`src/rtl/dqs_rx_scan.sv`:
```
// rtl/dqs_rx_scan.sv - DQS receive IDELAY tap sweep, first pass-window search and centre reload
// Optional per-tap histogram outputs enabled by defining DQS_SCAN_DBG_EN.
module dqs_rx_scan #(
    parameter logic [7:0] DLY_MIN       = 8'd0,
    parameter logic [7:0] DLY_MAX       = 8'd31,
    parameter int         SETTLE_CYCLES = 4,
    parameter int         SAMPLE_LOG2   = 3,
    parameter logic [3:0] EXPECT        = 4'b0101
) (
    input  logic                 clk,
    input  logic                 rst,
    input  logic                 start,
    input  logic                 dly_ready,
    input  logic [3:0]           dqs_samples,
    output logic                 ld_dly,
    output logic [7:0]           dly,
    output logic                 busy,
    output logic                 done,
    output logic                 found,
    output logic                 err,
    output logic [7:0]           win_first,
    output logic [7:0]           win_last,
    output logic [7:0]           dly_center
`ifdef DQS_SCAN_DBG_EN
    ,
    output logic                 dbg_valid,
    output logic [7:0]           dbg_tap,
    output logic [SAMPLE_LOG2:0] dbg_count
`endif
);
    localparam int             CW          = SAMPLE_LOG2 + 1;
    localparam logic [7:0]     SETTLE_LAST = 8'(SETTLE_CYCLES - 1);
    localparam logic [7:0]     SAMPLE_LAST = 8'((1 << SAMPLE_LOG2) - 1);
    localparam logic [CW-1:0]  HALF        = CW'(1 << (SAMPLE_LOG2 - 1));

    typedef enum logic [2:0] {IDLE, LOAD, SETTLE, SAMPLE, EVAL, FINISH, DONE} state_t;

    state_t        state_q;
    logic [7:0]    tap_q, cnt_q;
    logic [CW-1:0] match_q, match_d;
    logic          in_win_q, in_win_d, pass_d, close_d;
    logic          ld_dly_q, busy_q, done_q, found_q, err_q;
    logic [7:0]    dly_q, win_first_q, win_last_q, dly_center_q;
    logic [7:0]    win_first_d, win_last_d, center_d;
    logic [8:0]    sum_d;
`ifdef DQS_SCAN_DBG_EN
    logic          dbg_valid_q;
    logic [7:0]    dbg_tap_q;
    logic [CW-1:0] dbg_count_q;
`endif

    // Window bookkeeping for the tap being evaluated; only meaningful in EVAL.
    always_comb begin
        match_d     = match_q + CW'(dqs_samples == EXPECT);
        pass_d      = match_q > HALF;
        in_win_d    = in_win_q | pass_d;
        win_first_d = win_first_q;
        win_last_d  = win_last_q;
        if (pass_d) begin
            if (!in_win_q) win_first_d = tap_q;
            win_last_d = tap_q;
        end
        close_d  = (!pass_d && in_win_q) || (tap_q == DLY_MAX);
        sum_d    = {1'b0, win_first_d} + {1'b0, win_last_d};
        center_d = 8'(sum_d >> 1);
    end

    always_ff @(posedge clk) begin
        if (!rst) begin
            state_q      <= IDLE;
            tap_q        <= '0;
            cnt_q        <= '0;
            match_q      <= '0;
            in_win_q     <= 1'b0;
            ld_dly_q     <= 1'b0;
            dly_q        <= '0;
            busy_q       <= 1'b0;
            done_q       <= 1'b0;
            found_q      <= 1'b0;
            err_q        <= 1'b0;
            win_first_q  <= '0;
            win_last_q   <= '0;
            dly_center_q <= '0;
`ifdef DQS_SCAN_DBG_EN
            dbg_valid_q  <= 1'b0;
            dbg_tap_q    <= '0;
            dbg_count_q  <= '0;
`endif
        end else begin
            ld_dly_q <= 1'b0;
            done_q   <= 1'b0;
`ifdef DQS_SCAN_DBG_EN
            dbg_valid_q <= 1'b0;
`endif
            if (busy_q && !dly_ready) begin
                // Losing IDELAYCTRL ready invalidates every tap measured so far.
                state_q <= DONE;
                busy_q  <= 1'b0;
                done_q  <= 1'b1;
                err_q   <= 1'b1;
                found_q <= 1'b0;
            end else begin
                case (state_q)
                    IDLE: if (start && dly_ready) begin
                        state_q      <= LOAD;
                        tap_q        <= DLY_MIN;
                        busy_q       <= 1'b1;
                        found_q      <= 1'b0;
                        err_q        <= 1'b0;
                        in_win_q     <= 1'b0;
                        win_first_q  <= '0;
                        win_last_q   <= '0;
                        dly_center_q <= '0;
                        ld_dly_q     <= 1'b1;
                        dly_q        <= DLY_MIN;
                    end
                    LOAD: begin
                        state_q <= SETTLE;
                        cnt_q   <= '0;
                        match_q <= '0;
                    end
                    SETTLE: begin
                        cnt_q <= cnt_q + 8'd1;
                        if (cnt_q == SETTLE_LAST) begin
                            state_q <= SAMPLE;
                            cnt_q   <= '0;
                        end
                    end
                    SAMPLE: begin
                        match_q <= match_d;
                        cnt_q   <= cnt_q + 8'd1;
                        if (cnt_q == SAMPLE_LAST) begin
                            state_q <= EVAL;
`ifdef DQS_SCAN_DBG_EN
                            dbg_valid_q <= 1'b1;
                            dbg_tap_q   <= tap_q;
                            dbg_count_q <= match_d;
`endif
                        end
                    end
                    EVAL: begin
                        in_win_q    <= in_win_d;
                        win_first_q <= win_first_d;
                        win_last_q  <= win_last_d;
                        ld_dly_q    <= 1'b1;
                        if (close_d) begin
                            state_q <= FINISH;
                            found_q <= in_win_d;
                            if (in_win_d) begin
                                dly_center_q <= center_d;
                                dly_q        <= center_d;
                            end else begin
                                dly_q <= DLY_MIN;
                            end
                        end else begin
                            state_q <= LOAD;
                            tap_q   <= tap_q + 8'd1;
                            dly_q   <= tap_q + 8'd1;
                        end
                    end
                    FINISH: begin
                        state_q <= DONE;
                        busy_q  <= 1'b0;
                        done_q  <= 1'b1;
                    end
                    DONE:    state_q <= IDLE;
                    default: state_q <= IDLE;
                endcase
            end
        end
    end

    assign ld_dly     = ld_dly_q;
    assign dly        = dly_q;
    assign busy       = busy_q;
    assign done       = done_q;
    assign found      = found_q;
    assign err        = err_q;
    assign win_first  = win_first_q;
    assign win_last   = win_last_q;
    assign dly_center = dly_center_q;
`ifdef DQS_SCAN_DBG_EN
    assign dbg_valid  = dbg_valid_q;
    assign dbg_tap    = dbg_tap_q;
    assign dbg_count  = dbg_count_q;
`endif
endmodule

```
`config.mk`:
```
export PLATFORM = sky130hd
export DESIGN_NAME = dqs_rx_scan
export DESIGN_NICKNAME = d
export VERILOG_FILES = /design/src/rtl/dqs_rx_scan.sv
export SDC_FILE = /design/constraint.sdc
export NUM_CORES = 1
export LEC_CHECK = 0
export BUFFER_PORTS_ARGS = -buffer_cell sky130_fd_sc_hd__buf_2
export CORE_MARGIN = 2
export CORE_UTILIZATION = 55
export CTS_CLUSTER_SIZE = 24
export DETAILED_ROUTE_END_ITERATION = 8
export PLACE_DENSITY = 0.75
export SETUP_SLACK_MARGIN = 0.4
export SLEW_MARGIN = 10
export SYNTH_ARGS = -nofsm -noshare
export SYNTH_HDL_FRONTEND = slang
export SYNTH_SLANG_ARGS = --single-unit
```
`constraint.sdc`:
```
create_clock -name clk -period 8.9 [get_ports clk]
set_input_delay 1.335 -clock clk [delete_from_list [all_inputs] [get_ports clk]]
set_output_delay 1.335 -clock clk [all_outputs]
set_load 0.01 [all_outputs]
```
==> results.cfg, run 1 <==
[run_status]
outcome = completed

[placed_design]
dp_cells = 491
gp_congestion = 0.940
place_area_um2 = 3600
io_buffers = 44
hpwl_mm = 5.92

[worst_hold_path]
hold_path_class = reg -> reg
min-delay-start = dly[0]

[die]
io_pins = 45
fp.dieArea_um2 = 6850
start_util_pct = 57.3
core_area_um2 = 5960
die_w_um = 82.8
num_rows = 28
die_h_um = 82.8

[clocking]
clkTransAtPathRegs_ns = 0.07
htreeDepth = 3
cts_made_buffers = 9
clock_latency_ns = 0.35
cts.root.buffer_cell = clkbuf_8
cts_resized = 0
cts_tree = done
postCtsSetupBuffers = 0
clkSinkCount = 61
clock_path_buffers = 2
hold_buffers = 0

[route]
vias_per_cell = 6.24
firstDrtPassIters = 5
drc = 0
wirelength_mm = 8.69
ant_nets = 0
routedWlPerCell_um = 17.2
num_vias = 3151
dr.first_iter.drc_count = 279

[logic_synthesis]
yosys_warnings = 0
synthDominantCellAreaShare_pct = 35.8
synth_nets = 414
synth_seq_cells = 61
avgSynthCellArea_um2 = 8.66
synth_cells = 394
yosysMostFrequentCell = dfxtp_1
synthTopCellsByCount = dfxtp_1, nand2_1, a21oi_1, nor2_1, o21ai_0
synth_top_area_cell = dfxtp_1
synth-async-reset-ratio_pct = 0
synth_cell_types = 61
synth_edf_count = 0
synthFlopType = dfxtp_1
synth.yosys.seq_area_share_pct = 35.8
ys_top_cells_by_area = dfxtp_1, a21oi_1, mux2_2, nand2_1, ha_1
syn_area_um2 = 3410

[cells_and_area]
antenna_cells = 0
final_area_um2 = 3760
area_growth_pct = 10.3
drive_gt1_share_pct = 20.7
nNetsFinal = 447
stdcell_count = 505
num-fill-cells = 552

[timing]
slew_headroom_pct = 19.1
slew_violations = 0
period_minus_slack_ns = 3.23
final.setup.tns_ns = 0
hold_violations = 0
finClkSkew_ns = 0.00744
finalCritPeriodShare_pct = 36.3
rsz0062_at_grt = false
fmax_ghz = 0.310
worst_slew_pin_slew_ns = 1.21
setup_viol = 0

[power_and_ir_drop]
p_sw_uw = 152
sequentialPowerShare_pct = 51.2
swShare_pct = 27.3
total_power_uw = 558
power.internal_uw = 405
power_frac_comb_pct = 9.1
leakagePower_uw = 0.00162
peakVddDrop_mv = 0.0729
clkPwrFrac_pct = 39.7
power.density_nw_per_um2 = 148

[worst_setup_path]
cp-end-kind = flip-flop
critPathKind = reg -> reg
arrival_ns = 3.47
start_kind = flip-flop
r2r_start = match_q[3]
worstPathRequired_ns = 9.14
path_max_fanout = 9
critPathLaunch = match_q[3]

[grt]
antenna_found_initial = 0
grt_pass1_wl_mm = 13.9
grt_max_degree = 41
grt_usage_pct = 27.1
grt-ovfl-total = 0
grt_pass1_vias = 2748

[job]
cap_violations = 0
## worst max-delay path: stages (launching register included)
cell and delay (ns):
dfxtp_1 0.48, inv_2 0.13, a21oi_2 0.47, mux2_2 0.41
ha_1 0.38, a21o_1 0.22, or3_1 0.30, o32ai_1 0.32
xnor2_1 0.17, a32o_2 0.24
## metal layers
metal / part of all wire, % / up-vias / GRT usage, %
met4: 1.0 / 0 / 7.87
met1: 48 / 1492 / 39.5
met3: 7.4 / 9 / 7.39
li1: - / 1517 / -
met5: 0 / - / 0
met2: 44 / 133 / 39.0
## state kept, by name, indices dropped and copies added, names as in the netlist
register    flops
dly_center      8
done            1
in_win_q        1
win_first       8
found           1
win_last        8
cnt_q           8
err             1
busy            1
match_q         4
ld_dly          1
dly             8
state_q         3
tap_q           8
## final cells by class
cell class | count | area [µm²] | share of cell area, %
repair buffers | 46 | 235 | 6.25
flip-flops and latches | 61 | 1220 | 32.4
clock buffers | 12 | 155 | 4.12
inverters | 8 | 30.0 | 0.798
well taps | 75 | 93.8 | 2.49
multi-input cells | 301 | 2020 | 53.6
clock inverters | 2 | 10.0 | 0.266
## per-stage QoR
| stage | utilization (%) | setup slack, ns | hold WS (ns) |
|---|---|---|---|
| CTS | 63.2 | 5.66 | 0.465 |
| detailed placement | 60.4 | 5.64 | 0.453 |
| global route | 63.2 | 5.52 | 0.487 |
| floorplan | - | 6.09 | 0.458 |
| finish | 63.2 | 5.67 | 0.464 |
| global placement | 60.4 | 5.67 | 0.448 |
## cell usage in the layout, fill, tap and decap left out, drive strengths merged, types with 2 or more instances in the layout
cell and instances:
and3 7, a311oi 3, nand4b 2, nor3b 2, a22oi 15, a21oi 33, and2 7, ha 11
o21a 5, buf 46, a32o 2, nor2 33, o21ai 22, a21o 3, o22ai 2, xnor2 5
nor3 10, o31ai 3, a211o 5, nand2 40, o211ai 3, nor4 3, nor2b 5, clkinv 2
mux2 14, nand3 14, nand4 8, a211oi 3, nand2b 3, dfxtp 61, a22o 4, or3 2
clkbuf 12, inv 8, o2111ai 2, a31oi 5, xor2 10, o2bb2ai 3
## cells by family (layout without fill, tap and decap cells)
family,Yosys count,after routing,synth area share (%)
multiplexers,14,14,4.62
AO/OA/AOI/OAI,120,120,24.7
buffers and inverters,32,68,5.03
AND/OR/NAND/NOR,140,140,21.4
flip-flops,61,61,35.8
adder cells (fa/ha/maj),12,12,4.62
XOR/XNOR,15,15,3.85
## power groups by stage
stage | logic (µW) | clock network, µW | registers (µW)
after floorplan | 40.6 | 0 | 288
after global placement | 49.4 | 0 | 292
after detailed placement | 49.9 | 0 | 292
after CTS | 50.2 | 220 | 286
after global routing | 55.7 | 235 | 287
final | 50.5 | 221 | 286
## final timing paths
check / end / slack [ns] / cells past startpoint
setup / recovery: dly_center[4] / 5.67 / 9
setup reg to reg: dly_center[4] / 5.67 / 9
hold / removal: dly[0] / 0.46 / 2
hold reg to reg: dly[0] / 0.46 / 2
Power figures use the tool's default switching activity.
==> run 2: changes to the inputs <==
--- a/config.mk
+++ b/config.mk
@@ -5,12 +5,13 @@
 export SDC_FILE = /design/constraint.sdc
 export NUM_CORES = 1
 export LEC_CHECK = 0
+export ABC_AREA = 1
 export BUFFER_PORTS_ARGS = -buffer_cell sky130_fd_sc_hd__buf_2
 export CORE_MARGIN = 2
-export CORE_UTILIZATION = 55
+export CORE_UTILIZATION = 52
 export CTS_CLUSTER_SIZE = 24
 export DETAILED_ROUTE_END_ITERATION = 8
-export PLACE_DENSITY = 0.75
+export PLACE_DENSITY = 0.74
 export SETUP_SLACK_MARGIN = 0.4
 export SLEW_MARGIN = 10
 export SYNTH_ARGS = -nofsm -noshare
==> constraint.sdc (replaced) <==
create_clock -name clk -period 2.9 [get_ports clk]
set_input_delay 0.435 -clock clk [delete_from_list [all_inputs] [get_ports clk]]
set_output_delay 0.435 -clock clk [all_outputs]
set_load 0.01 [all_outputs]
==> run 2 against run 1 <==
Effect of this change:
- clock power rose to 4.5 times the previous value
- count of clock-buffer cells in the layout grew 1
- area after synthesis shrank 3.7%
- routed wire length decreased by 1.8%
- worst setup slack lost 5.2 ns
- critical path depth up 4
- first-iteration DRC count down 9.3%
- critical path type unchanged
==> results.cfg, run 2 <==
[route]
firstDrtPassIters = 5
routedWlPerCell_um = 14.3
dr.first_iter.drc_count = 253
ant_nets = 0
vias_per_cell = 5.48
wirelength_mm = 8.53
num_vias = 3280
drc = 0

[clocking]
clkTransAtPathRegs_ns = 0.07
cts_made_buffers = 9
cts.root.buffer_cell = clkbuf_8
clock_path_buffers = 2
clock_latency_ns = 0.35
htreeDepth = 3
hold_buffers = 0
cts_tree = done
clkSinkCount = 61

[power_and_ir_drop]
power_frac_comb_pct = 24.6
sequentialPowerShare_pct = 37.1
swShare_pct = 33.4
power.density_nw_per_um2 = 645
leakagePower_uw = 0.00175
p_sw_uw = 861
clkPwrFrac_pct = 38.3
peakVddDrop_mv = 0.589
power.internal_uw = 1720

[cells_and_area]
mostFrequentLayoutCell = nand2_1
antenna_cells = 0
final_cell_mix = nand2_1, dfxtp_1, a21oi_1
nNetsFinal = 538
area_growth_pct = 21.6
num-fill-cells = 522
drive_gt1_share_pct = 22.2

[logic_synthesis]
synth_cell_types = 41
synth_cells = 467
yosysMostFrequentCell = nand2_1
synth_edf_count = 0
synthFlopType = dfxtp_1
synth_seq_cells = 61
synth_top_area_cell = dfxtp_1
avgSynthCellArea_um2 = 7.03
syn_area_um2 = 3280
synthDominantCellAreaShare_pct = 37.2
synth.yosys.seq_area_share_pct = 37.2
yosys_warnings = 0
synth-async-reset-ratio_pct = 0
ys_top_cells_by_area = dfxtp_1, nand2_1, a21oi_1, inv_1, nor2_1
synth_nets = 487
synthTopCellsByCount = nand2_1, dfxtp_1, a21oi_1

[grt]
met1_usage_pct = 33.4
grt_usage_pct = 24.3
grt-ovfl-total = 0
gr-usage-met3_pct = 5.74
antenna_found_initial = 0
grt_pass1_vias = 2996
grt_pass1_wl_mm = 13.7
grt-busiest-layer = met2
grt_max_degree = 46
met2_usage_pct = 36.3

[timing]
rsz0062_at_grt = true
setup_viol = 0
period_minus_slack_ns = 2.41
finalCritPeriodShare_pct = 83.1
fmax_ghz = 0.415
final.setup.tns_ns = 0
hold_violations = 0
worst_slack_ns = 0.491
slew_violations = 0
holdWs_ns = 0.414
finClkSkew_ns = 0.0112
slew_headroom_pct = 46.7
worst_slew_pin_slew_ns = 0.800

[placed_design]
dp_worst_setup_slack_ns = 0.362
hpwl_mm = 5.86
io_buffers = 44
gp_congestion = 0.989

[die]
start_util_pct = 54.5
num_rows = 28
io_pins = 45
fp.dieArea_um2 = 6970
core_area_um2 = 6030
die_w_um = 83.5
die_h_um = 83.5

[worst_setup_path]
critPathKind = reg -> reg
arrival_ns = 2.61
path_max_fanout = 8
worstPathRequired_ns = 3.10
cp-end-kind = flip-flop
start_kind = flip-flop

[run_status]
outcome = completed

[job]
cap_violations = 0

[worst_hold_path]
hold_path_class = in -> reg
==> run 2: cell count changes in the layout (fill, tap and decap cells not counted), sizes merged, moves of 6 or more <==
cell   previous run  this run
nand3            14        23
inv               8        56
nand2            40       117
a21oi            33        57
nor2             33        49
and2              7         1
and3              7         0
a22oi            15         0
mux2             14         0
==> run 2: worst paths after layout <==
kind / start / endpoint / slack, ns / cells after the start
setup / recovery: match_q[0] / dly[4] / 0.49 / 13
hold / removal: rst / tap_q[6] / 0.41 / 2
setup reg to reg: match_q[0] / dly[4] / 0.49 / 13
hold reg to reg: err / err / 0.46 / 2
==> run 2: final cells by class <==
cell class / instances / area (µm²) / share of cell area, %
timing repair buffer: 49 / 265 / 6.64
tap: 75 / 93.8 / 2.35
multi-input combinational: 338 / 1920 / 48.0
clock inverter: 3 / 90.1 / 2.25
clock buffer: 13 / 169 / 4.23
inverter: 58 / 226 / 5.67
sequential: 61 / 1230 / 30.7
timing repair inverter: 1 / 5.00 / 0.125
==> run 2: power by group through the flow <==
stage	Sequential, µW	Clock (µW)	Combinational (µW)
after global routing	964	1040	696
after floorplan	976	0	431
final	956	986	635
after global placement	970	0	610
after CTS	955	997	625
after detailed placement	972	0	619
==> run 2: layer usage <==
layer	up-vias	part of all wire, %
met1	1496	48
met4	0	2.2
met3	21	6.5
met5	-	0
li1	1637	-
met2	126	44
==> run 2: repair_timing <==
action | in CTS | in global routing
endpoints found under the setup margin | 5 | 10
gates resized for setup | 4 | 35
buffers inserted | 0 | 3
cloned | 0 | 1
pin swaps | 0 | 8
==> run 2: worst max-delay path: stages (launching register included) <==
cell	delay [ns]
dfxtp_1	0.40
nand2_4	0.08
nand3_4	0.16
clkinvlp_2	0.21
o21ai_1	0.29
ha_4	0.26
inv_2	0.08
o21ai_0	0.10
a31oi_2	0.22
nand3_2	0.13
nand3_1	0.11
nand2_1	0.05
nand2_1	0.10
a21oi_1	0.07
==> run 2: through the flow <==
step / total power (µW) / util (%) / cells / instance area [µm²]
3_3_place_gp: 1580 / 59.3 / 578 / 3570
6_report: 2580 / 66.3 / 598 / 4000
2_1_floorplan: 1410 / - / 467 / 3280
3_5_place_dp: 1590 / 59.3 / 578 / 3570
4_1_cts: 2580 / 63.7 / 594 / 3840
5_1_grt: 2700 / 66.3 / 598 / 4000
==> run 2: logic make-up (layout without fill, tap and decap cells) <==
kind of cell / after synthesis / in the layout / share of synthesized area (%)
muxes: 2 / 2 / 0.610
and+or+nand+nor: 214 / 214 / 29.8
buffers and inverters: 68 / 124 / 8.04
AOI/OAI and AO/OA: 100 / 100 / 16.9
DFF: 61 / 61 / 37.2
xor gates and xnor gates: 10 / 10 / 2.67
adders and majority gates: 12 / 12 / 4.80
==> run 3: changes to the inputs <==
==> constraint.sdc (replaced) <==
create_clock -name clk -period 2.1 [get_ports clk]
set_input_delay 0.315 -clock clk [delete_from_list [all_inputs] [get_ports clk]]
set_output_delay 0.315 -clock clk [all_outputs]
set_load 0.01 [all_outputs]
==> run 3 against run 2 <==
Effect of this change:
- the run now ends with setup timing left
- global-route usage is 2.0 points higher
- maximum frequency increased by 2.0%
- count of clock-buffer cells in the layout unchanged
- largest cell class unchanged
==> results.cfg, run 3 (synthesized netlist as in run 2, its figures left out) <==
[run_status]
outcome = complete, but fails checks
violations = setup timing

[cells_and_area]
nNetsFinal = 594
area_growth_pct = 38.4
final_util_pct = 75.4
mostFrequentLayoutCell = nand2_1
drive_gt1_share_pct = 36.9
stdcell_count = 653
final_cell_mix = nand2_1, buf_4, dfxtp_1
antenna_cells = 0

[die]
die_h_um = 83.5
io_pins = 45
core_area_um2 = 6030
start_util_pct = 54.5
num_rows = 28
fp.dieArea_um2 = 6970
die_w_um = 83.5

[clocking]
clock_latency_ns = 0.35
hold_buffers = 0
clkSinkCount = 61
clkTransAtPathRegs_ns = 0.07
clock_path_buffers = 2
cts.root.buffer_cell = clkbuf_8
cts_made_buffers = 9
cts_tree = done
htreeDepth = 3

[grt]
grt_usage_pct = 26.2
grt_pass1_vias = 3202
grt-ovfl-total = 0
grt_max_degree = 46
antenna_found_initial = 0
grt_pass1_wl_mm = 14.8

[timing]
finalCritPeriodShare_pct = 112
worst_slack_ns = -0.261
final.setup.tns_ns = -1.74
hold_violations = 0
slew_headroom_pct = 45.6
fmax_ghz = 0.424
setup_viol = 14
finClkSkew_ns = 0.00949
worst_slew_pin_slew_ns = 0.815
rsz0062_at_grt = true
period_minus_slack_ns = 2.36
slew_violations = 0

[worst_setup_path]
critPathKind = reg -> reg
path_cells = nand2_4 > nand3_4 > nand2_8 > mux2i_1 > inv_1 > ha_4 > nand2_1 > nand2_1 > a31oi_2 > nand3_1 > nand3_1 > nand2_1 > nand2_1 > a21oi_1
start_kind = flip-flop
cpMostUsedCell = nand2_1
critPathMaxStageDelay_ns = 0.34
worstPathRequired_ns = 2.29
path_max_fanout = 7
slowest_stage = dfxtp_2
crit_family = simple AND/OR/NAND/NOR gates
worst-path-buf-inv = 1
cp-end-kind = flip-flop
arrival_ns = 2.55

[route]
vias_per_cell = 5.46
drc = 0
num_vias = 3564
dr.first_iter.drc_count = 272
firstDrtPassIters = 5
routedWlPerCell_um = 14.9
ant_nets = 0
wirelength_mm = 9.74

[power_and_ir_drop]
leakagePower_uw = 0.00198
total_power_uw = 3240
peakVddDrop_mv = 0.509
power.density_nw_per_um2 = 714

[placed_design]
io_buffers = 44
hpwl_mm = 6.42
dp_cells = 619
gp_congestion = 0.882

[job]
cap_violations = 0

[worst_hold_path]
hold_path_class = in -> reg
## run 3: cell types whose count changed in the layout (fill, tap and decap cells not counted), sizes merged
| cell | previous run | this run |
|---|---|---|
| buf | 49 | 105 |
| bufinv | 3 | 0 |
| clkinv | 1 | 3 |
## run 3: power by group
group          total (µW)  internal [µW]  switching (µW)  leakage [µW]
registers            1320           1250            73.4      0.000496
clock network         904            451             453     0.0000833
logic                1020            317             704       0.00140
## run 3: worst register-to-register path: stages, from the launching register on
cell and delay (ns):
dfxtp_2 0.34, nand2_4 0.08, nand3_4 0.14, nand2_8 0.13, mux2i_1 0.27, inv_1 0.12, ha_4 0.26, nand2_1 0.07
nand2_1 0.07, a31oi_2 0.24, nand3_1 0.18, nand3_1 0.12, nand2_1 0.05, nand2_1 0.06, a21oi_1 0.07
## run 3: repair_timing
| action | in CTS | in global routing |
|---|---|---|
| gates cloned | 1 | 0 |
| endpoints found under the hold margin | 0 | 0 |
| gates resized for setup | 38 | 29 |
| buffers inserted | 11 | 7 |
| setup endpoints to repair | 30 | 32 |
| pin swaps | 18 | 4 |
## run 3: layout make-up
type	count	area [µm²]
well taps	75	93.8
multi-input cells	338	2130
clock buffers	13	149
clock inverters	2	10.0
repair buffers	105	693
fillers	435	1480
inverters	58	231
flip-flops and latches	61	1230
repair inverters	1	7.51
## run 3: final timing paths
path | from | to | slack [ns] | depth (start not counted)
max | match_q[0] | dly[4] | -0.26 | 14
min | rst | tap_q[6] | 0.31 | 2
max reg2reg | match_q[0] | dly[4] | -0.26 | 14
min reg2reg | dly_center[5] | dly_center[5] | 0.46 | 2
## run 3: metal layers
layer | vias up | part of all wire, % | track usage, %
met5 | - | 0 | 0
met4 | 0 | 2.6 | 10.6
met3 | 22 | 5.8 | 4.15
met2 | 127 | 46 | 42.0
met1 | 1662 | 46 | 35.5
li1 | 1753 | - | -
## run 3: metrics by stage
step | hold WS, ns | instance area (µm²) | setup WS, ns
final | 0.314 | 4540 | -0.261
after global routing | 0.326 | 4540 | -0.351
after CTS | 0.306 | 4370 | -0.132
after detailed placement | 0.452 | 3980 | -0.191
after global placement | 0.447 | 3980 | -0.113
after floorplan | 0.461 | 3400 | 0.0620
